`config.mk`:
```
export PLATFORM = sky130hd
export DESIGN_NAME = cmd_scheduler
export DESIGN_NICKNAME = d
export VERILOG_FILES = /design/src/rtl/cmd_scheduler.sv
export SDC_FILE = /design/constraint.sdc
export NUM_CORES = 1
export LEC_CHECK = 0
export BUFFER_PORTS_ARGS = -buffer_cell sky130_fd_sc_hd__buf_2
export CORE_MARGIN = 4
export CORE_UTILIZATION = 52
export CTS_CLUSTER_DIAMETER = 60
export DETAILED_ROUTE_END_ITERATION = 16
export GPL_TIMING_DRIVEN = 0
export PLACE_DENSITY = 0.85
export SLEW_MARGIN = 20
export SYNTH_ARGS = -nofsm -noshare
export SYNTH_HDL_FRONTEND = slang
export SYNTH_SLANG_ARGS = --single-unit
```
`constraint.sdc`:
```
create_clock -name clk -period 5.6 [get_ports clk]
set_input_delay 0.56 -clock clk [delete_from_list [all_inputs] [get_ports clk]]
set_output_delay 0.56 -clock clk [all_outputs]
set_load 0.01 [all_outputs]
```
`src/rtl/cmd_scheduler.sv`:
```
// cmd_scheduler: pops 80-bit commands, holds timed ones until global_clock reaches their start time,
// then dispatches over valid/ready. Optional macro CMD_SCHED_LATE_COUNT_EN adds the late_count output.
module cmd_scheduler #(
  parameter int unsigned NUM_CHANNELS = 64,
  parameter logic [7:0]  OP_IMMEDIATE = 8'hFF,
  parameter logic [7:0]  OP_NOP       = 8'h00
) (
  input  logic        clk,
  input  logic        rst,
  input  logic [79:0] cmd_fifo_data_out,
  output logic        cmd_fifo_rd_en,
  input  logic        cmd_fifo_empty,
  input  logic [31:0] global_clock,
  input  logic        flush,
  output logic        ctrl_valid,
  input  logic        ctrl_ready,
  output logic [7:0]  ctrl_channel,
  output logic [7:0]  ctrl_opcode,
  output logic [31:0] ctrl_payload,
  output logic        busy,
  output logic [15:0] drop_count
`ifdef CMD_SCHED_LATE_COUNT_EN
  ,
  output logic [15:0] late_count
`endif
);

  typedef enum logic [2:0] {
    S_IDLE      = 3'd0,
    S_POP       = 3'd1,
    S_LATCH     = 3'd2,
    S_WAIT_TIME = 3'd3,
    S_ISSUE     = 3'd4
  } state_t;

  state_t      state_r;
  state_t      state_next_s;
  logic [31:0] start_time_r;
  logic        rd_en_s;
  logic        drop_s;
  logic        channel_ok_s;
  logic        time_reached_s;
  logic [7:0]  cmd_channel_s;
  logic [7:0]  cmd_opcode_s;
  logic [31:0] time_diff_s;

  function automatic logic [15:0] sat_inc16(input logic [15:0] value);
    return (value == 16'hFFFF) ? value : value + 16'd1;
  endfunction

  assign cmd_channel_s  = cmd_fifo_data_out[79:72];
  assign cmd_opcode_s   = cmd_fifo_data_out[71:64];
  assign channel_ok_s   = ({24'd0, cmd_channel_s} < NUM_CHANNELS);
  // Sign of the modular difference keeps the due-time compare correct across counter wrap.
  assign time_diff_s    = global_clock - start_time_r;
  assign time_reached_s = ~time_diff_s[31];
  // The pop strobe is decoded from the current state so the FIFO pops while still in IDLE.
  assign cmd_fifo_rd_en = rd_en_s & ~rst;

  // Next-state decode, pop request and drop event.
  always_comb begin
    state_next_s = state_r;
    rd_en_s      = 1'b0;
    drop_s       = 1'b0;
    case (state_r)
      S_IDLE: begin
        if (!cmd_fifo_empty && !flush) begin
          rd_en_s      = 1'b1;
          state_next_s = S_POP;
        end else begin
          state_next_s = S_IDLE;
        end
      end
      S_POP: begin
        if (flush) state_next_s = S_IDLE;
        else       state_next_s = S_LATCH;
      end
      S_LATCH: begin
        if (flush) begin
          state_next_s = S_IDLE;
        end else if (cmd_opcode_s == OP_NOP) begin
          state_next_s = S_IDLE;
        end else if (!channel_ok_s) begin
          drop_s       = 1'b1;
          state_next_s = S_IDLE;
        end else if (cmd_opcode_s == OP_IMMEDIATE) begin
          state_next_s = S_ISSUE;
        end else begin
          state_next_s = S_WAIT_TIME;
        end
      end
      S_WAIT_TIME: begin
        if (flush)               state_next_s = S_IDLE;
        else if (time_reached_s) state_next_s = S_ISSUE;
        else                     state_next_s = S_WAIT_TIME;
      end
      S_ISSUE: begin
        if (ctrl_ready || flush) state_next_s = S_IDLE;
        else                     state_next_s = S_ISSUE;
      end
      default: state_next_s = S_IDLE;
    endcase
  end

  // State register, registered dispatch fields, status and drop counter.
  always_ff @(posedge clk) begin
    if (rst) begin
      state_r      <= S_IDLE;
      start_time_r <= 32'd0;
      ctrl_valid   <= 1'b0;
      ctrl_channel <= 8'd0;
      ctrl_opcode  <= 8'd0;
      ctrl_payload <= 32'd0;
      busy         <= 1'b0;
      drop_count   <= 16'd0;
    end else begin
      state_r    <= state_next_s;
      ctrl_valid <= (state_next_s == S_ISSUE);
      busy       <= (state_next_s != S_IDLE);
      if (state_r == S_LATCH) begin
        ctrl_channel <= cmd_channel_s;
        ctrl_opcode  <= cmd_opcode_s;
        start_time_r <= cmd_fifo_data_out[63:32];
        ctrl_payload <= cmd_fifo_data_out[31:0];
      end
      if (drop_s) begin
        drop_count <= sat_inc16(drop_count);
      end
    end
  end

`ifdef CMD_SCHED_LATE_COUNT_EN
  logic late_check_r;
  logic late_r;

  // Record lateness on the first WAIT_TIME cycle and count it when the dispatch completes.
  always_ff @(posedge clk) begin
    if (rst) begin
      late_check_r <= 1'b0;
      late_r       <= 1'b0;
      late_count   <= 16'd0;
    end else begin
      late_check_r <= (state_r == S_LATCH) && (state_next_s == S_WAIT_TIME);
      if (state_r == S_LATCH) begin
        late_r <= 1'b0;
      end else if (late_check_r && (state_r == S_WAIT_TIME)) begin
        late_r <= time_reached_s;
      end
      if ((state_r == S_ISSUE) && ctrl_ready && late_r) begin
        late_count <= sat_inc16(late_count);
      end
    end
  end
`endif

endmodule

```
==> run_results.csv, run 1 <==
group,metric,value,unit
power_and_ir_drop,p_total,1.31,mW
timing,setup_tns,0,ns
yosys,ys_async_sr_fraction,0,
cts,clock_path_buffers,2,
setup_path,worst_path_largest_cell_delay,0.59,ns
cts,h-tree-depth,3,
setup_path,cp_cell_sequence,"inv_1 > ha_1 > nand4_1 > nor4_1 > o31ai_1 > nand4_1 > a31oi_1 > xnor2_1 > o221ai_1",
setup_path,crit_family,"simple AND/OR/NAND/NOR gates",
timing,post-route-min-period,2.62,ns
yosys,yosys_register_bits,101,
floorplan,dieWidth,101,um
min_path,min_path_type,"primary input to flop",
detailed_routing,finalWirelength,12300,um
finish,diodes,0,
outcome,status,"finished clean",
placed_design,port_buffers,182,
cts,path_clk_slew,0.10,ns
cts,cts_inserted_buffers,9,
yosys,ys_warn_count,0,
setup_path,cp_max_fo,4,
min_path,min_path_cells,3,
setup_path,cp-start-kind,"flop",
placed_design,post-dp-hpwl,9880,um
yosys,syn-num-nets,723,
detailed_routing,wl_met2,6150,um
detailed_routing,m1WireLength,4940,um
grt,antenna_found_initial,0,
floorplan,die_y,101,um
grt,grt_pass1_wl,19300,um
cts,hold_buffers,0,
placed_design,dp_cells,862,
floorplan,num_rows,33,
setup_path,critical_path.most_common_cell,"nand4_1",
timing,rsz0062_at_grt,"no",
timing,max_clock_freq,0.382,GHz
detailed_routing,wire_per_inst,14.0,um
placed_design,dpl_cell_area,5560,sq um
cts,clk_latency,0.35,ns
floorplan,start_util,0.541,
cts,post_cts_buffers,0,
cts,root_buffer,"clkbuf_8",
run,cap_violations,0,
power_and_ir_drop,cellPowerDensity,227,nW/um^2
timing,hold_viol_final,0,
floorplan,fp.coreArea,8340,sq um
power_and_ir_drop,ir_drop,161,uV
yosys,ys_types,42,
yosys,synth_edf_count,0,
setup_path,path_buf_inv,1,
cts,cts_tree,"yes",
detailed_routing,vias,4519,
cts,cts_resized,0,
timing,tightest_slew,0.597,ns
grt,grtUsageTotal,0.236,
timing,relSlewSlack,0.598,
timing,setup-violations-final,0,
detailed_routing,dr.first_iter.drc_count,134,
setup_path,crit_type,"flop to flop",
timing,finClkSkew,0.0128,ns
yosys,syn-cell-area,4520,sq um
setup_path,crit_slowest_cell,"nor4_1",
detailed_routing,avgViaCountPerCell,5.15,
yosys,yosys.area.top_type_share,0.448,
setup_path,critPathCaptureType,"flop",
cts,clock_sinks,101,
placed_design,place_congestion,0.939,
finish,syn_to_final_growth,27.2,%
finish,design_area,5750,sq um
finish,final_nets,916,
timing,slew_viol_final,0,
floorplan,num_io_pins,184,
yosys,syn_avg_cell_area,7.85,sq um
yosys,synthCells,575,
detailed_routing,top_layer,"met4",
yosys,yosys_most_used_dff,"dfxtp_1",
setup_path,required,5.81,ns
finish,drive_gt1_frac,0.267,
finish,fin_util,0.689,
detailed_routing,met3_length,892,um
grt,grt_pass1_vias,4364,
detailed_routing,dr.pass1.iters,5,
yosys,yosys-top-cells-area,"dfxtp_1, nand2_1, a21oi_1",
setup_path,crit_cells,9,
grt,grt-ovfl-total,0,
setup_path,r2r_cells,9,
grt,grt_max_degree,17,
power_and_ir_drop,leakagePower,2.46,nW
yosys,ys_seq_area_frac,0.448,
setup_path,arrival,2.83,ns
detailed_routing,route.detailed.drc,0,
floorplan,die-area,10200,sq um
timing,fin_crit_sh,0.467,
yosys,yosysTopAreaCell,"dfxtp_1",
finish,final_cell_count_no_fill,877,
detailed_routing,ant_nets,0,
state kept, by name (all words and copies together), names as in the netlist:
register and count:
start_time_r 32, ctrl_opcode 8, ctrl_valid 1, state_r 3, drop_count 16, ctrl_payload 32, ctrl_channel 8, busy 1
cell usage in the layout (no fill, tap or decap), types with 2 or more instances in the layout:
master    synthesis  routed
buf_2             1     183
nand2_1         175     175
dfxtp_1         101     101
a21oi_1          92      92
inv_1            32      32
ha_1             31      31
clkbuf_1         28      29
nor2_1           28      28
nand4_1          12      12
xor2_1           11      11
nand3_1          10      10
clkbuf_8          0       9
o21ai_0           8       8
xnor2_1           5       5
nor3_1            3       3
nor4_1            3       3
nor2b_1           3       3
a41o_1            3       3
and3_1            2       2
mux2i_1           2       2
a211oi_1          2       2
a21boi_0          2       2
inv_6             0       2
layer usage:
| metal | up-vias | GRT usage |
|---|---|---|
| met5 | - | 0 |
| met2 | 163 | 0.422 |
| met4 | 0 | 0.0992 |
| li1 | 2298 | - |
| met3 | 22 | 0.0365 |
| met1 | 2036 | 0.279 |
report_power, final:
part,internal (mW),switching [mW],leakage (nW)
sequential,0.726,0.00395,0.815
clock,0.207,0.243,0.0931
combinational,0.0579,0.0681,1.55
worst min-delay path, cell delays in order:
cell and delay [ns]:
buf_2 0.09, nand2_1 0.04, a21oi_1 0.05
through the flow:
stage                     hold WS, ns  setup slack, ns
after CTS                       0.412             3.03
final                           0.429             2.98
after floorplan                 0.432             3.49
after detailed placement        0.444             2.76
after global routing            0.424             2.91
after global placement          0.438             2.89
synthesized netlist by cell type, types with 2 or more instances:
library cell  number
nand2_1          175
dfxtp_1          101
a21oi_1           92
inv_1             32
ha_1              31
clkbuf_1          28
nor2_1            28
nand4_1           12
xor2_1            11
nand3_1           10
o21ai_0            8
xnor2_1            5
a41o_1             3
nor2b_1            3
nor3_1             3
nor4_1             3
a211oi_1           2
a21boi_0           2
and3_1             2
mux2i_1            2
logic make-up after synthesis:
kind of cell,synth area share
and+or+nand+nor,0.225
AOI/OAI and AO/OA,0.150
DFF,0.448
buffers and inverters,0.0551
adders and majority gates,0.0859
xor gates and xnor gates,0.0310
muxes,0.00443
final timing paths:
check,from,endpoint,slack (ns)
max,start_time_r[26],state_r[0],2.98
min,cmd_fifo_data_out[27],ctrl_payload[27],0.43
max reg2reg,start_time_r[26],state_r[0],2.98
min reg2reg,ctrl_opcode[4],ctrl_opcode[4],0.45
layout make-up:
| cell class | instances | area [sq um] |
|---|---|---|
| inverter | 32 | 120 |
| buffer | 31 | 129 |
| tap | 105 | 131 |
| clock inverter | 5 | 60.1 |
| timing repair buffer | 182 | 911 |
| fill | 706 | 2590 |
| clock buffer | 10 | 128 |
| sequential | 101 | 2020 |
| multi-input combinational | 411 | 2240 |
Note: power is estimated with default switching activity, not from simulation.
==> inputs of run 2 (changes only) <==
CORE_UTILIZATION = 48   (was 52)
PLACE_DENSITY = 0.8   (was 0.85)
clock period = 2.52 ns   (was 5.6 ns; I/O delays follow)
==> run_results.csv, run 2 (synthesized netlist as in run 1, its figures left out) <==
group,metric,value,unit
detailed_routing,ant_nets,0,
floorplan,die_y,105,um
cts,cts_inserted_buffers,9,
setup_path,required,2.75,ns
timing,setup-violations-final,0,
setup_path,arrival,2.59,ns
floorplan,num_rows,35,
run,cap_violations,0,
setup_path,r2r_cells,9,
detailed_routing,top_layer,"met5",
detailed_routing,route.detailed.drc,0,
grt,grt_max_degree,16,
grt,grt_pass1_vias,4551,
timing,relSlewSlack,0.527,
finish,final_nets,916,
min_path,hold_end,"start_time_r[1]",
setup_path,cp-start-kind,"flop",
finish,fin_util,0.626,
grt,grt-ovfl-total,0,
grt,grtUsageTotal,0.221,
finish,drive_gt1_frac,0.268,
placed_design,post-dp-hpwl,9800,um
grt,antenna_found_initial,3,
timing,hold_ws,0.137,ns
min_path,min_path_type,"primary input to flop",
floorplan,start_util,0.491,
timing,tightest_slew,0.703,ns
setup_path,worst-r2r-setup-slack,0.16,ns
cts,h-tree-depth,3,
cts,hold_buffers,0,
timing,setup_tns,0,ns
power_and_ir_drop,ir_drop,267,uV
floorplan,dieWidth,105,um
timing,slew_viol_final,0,
floorplan,fp.coreArea,9200,sq um
cts,clk_latency,0.34,ns
timing,hold_viol_final,0,
detailed_routing,wire_per_inst,13.8,um
setup_path,critPathLaunch,"start_time_r[16]",
setup_path,critPathCaptureType,"flop",
timing,finClkSkew,0.00863,ns
detailed_routing,avgViaCountPerCell,5.08,
min_path,min_path_cells,3,
placed_design,port_buffers,182,
setup_path,cp_max_fo,4,
power_and_ir_drop,cellPowerDensity,498,nW/um^2
cts,cts_tree,"yes",
finish,final_cell_count_no_fill,883,
detailed_routing,vias,4490,
power_and_ir_drop,p_total,2.87,mW
cts,clock_sinks,101,
finish,design_area,5760,sq um
setup_path,crit_type,"flop to flop",
cts,root_buffer,"clkbuf_8",
timing,timing.final.ws_setup,0.165,ns
finish,final_cell_mix,"buf_2, nand2_1, dfxtp_1",
setup_path,r2r_end,"ctrl_valid",
detailed_routing,dr.pass1.iters,4,
detailed_routing,dr.first_iter.drc_count,172,
finish,diodes,0,
placed_design,dpl_cell_area,5570,sq um
floorplan,num_io_pins,184,
grt,grt_pass1_wl,20300,um
floorplan,die-area,11000,sq um
placed_design,dp_cells,868,
setup_path,rr_startpoint,"start_time_r[16]",
detailed_routing,m1WireLength,4950,um
min_path,holdCritStartpoint,"cmd_fifo_data_out[33]",
timing,post-route-min-period,2.36,ns
timing,rsz0062_at_grt,"no",
detailed_routing,finalWirelength,12200,um
timing,max_clock_freq,0.425,GHz
cts,path_clk_slew,0.09,ns
timing,fin_crit_sh,0.935,
finish,mostFrequentLayoutCell,"buf_2",
power_and_ir_drop,leakagePower,2.45,nW
detailed_routing,wl_met2,6130,um
detailed_routing,met3_length,810,um
cts,clock_path_buffers,2,
finish,syn_to_final_growth,27.6,%
finish,reg.largest.list,"ctrl_payload x32, start_time_r x32, drop_count x16",
placed_design,place_congestion,0.804,
placed_design,dp_worst_setup_slack,0.107,ns
outcome,status,"finished clean",
run 2: what timing repair did:
item	CTS	global route
setup buffers	0	0
setup endpoints to repair	0	4
gates resized for setup	0	2
run 2: critical path, cell delays in order (launching register included):
cell      delay (ns)
dfxtp_1         0.34
inv_1           0.05
ha_1            0.29
a21oi_1         0.16
o21ai_0         0.14
a221oi_1        0.34
nand4_1         0.17
a31oi_1         0.33
xnor2_2         0.16
a41o_1          0.26
run 2: worst max path at each step:
stage / end / slack [ns] / cells after the start
6_report: ctrl_valid / 0.16 / 9
5_1_grt: drop_count[9] / 0.09 / 9
4_1_cts: state_r[0] / 0.06 / 9
3_5_place_dp: state_r[0] / 0.11 / 9
3_3_place_gp: state_r[0] / 0.14 / 9
2_1_floorplan: drop_count[15] / 0.51 / 9
run 2: area by class of cell:
type | instances | area, sq um
Tap cell | 111 | 139
Multi-Input combinational cell | 411 | 2260
Buffer | 31 | 129
Clock inverter | 4 | 50.0
Fill cell | 839 | 3440
Inverter | 32 | 120
Sequential cell | 101 | 2020
Timing Repair Buffer | 182 | 911
Clock buffer | 11 | 131
run 2: power by group:
part	switching (mW)	total [mW]	internal [mW]
clock	0.514	0.968	0.454
combinational	0.151	0.281	0.130
sequential	0.00879	1.62	1.61
run 2: routing by layer:
layer,GRT usage,vias up
met3,0.0550,26
met1,0.255,2034
li1,-,2289
met2,0.395,135
met5,0,-
met4,0.0787,6
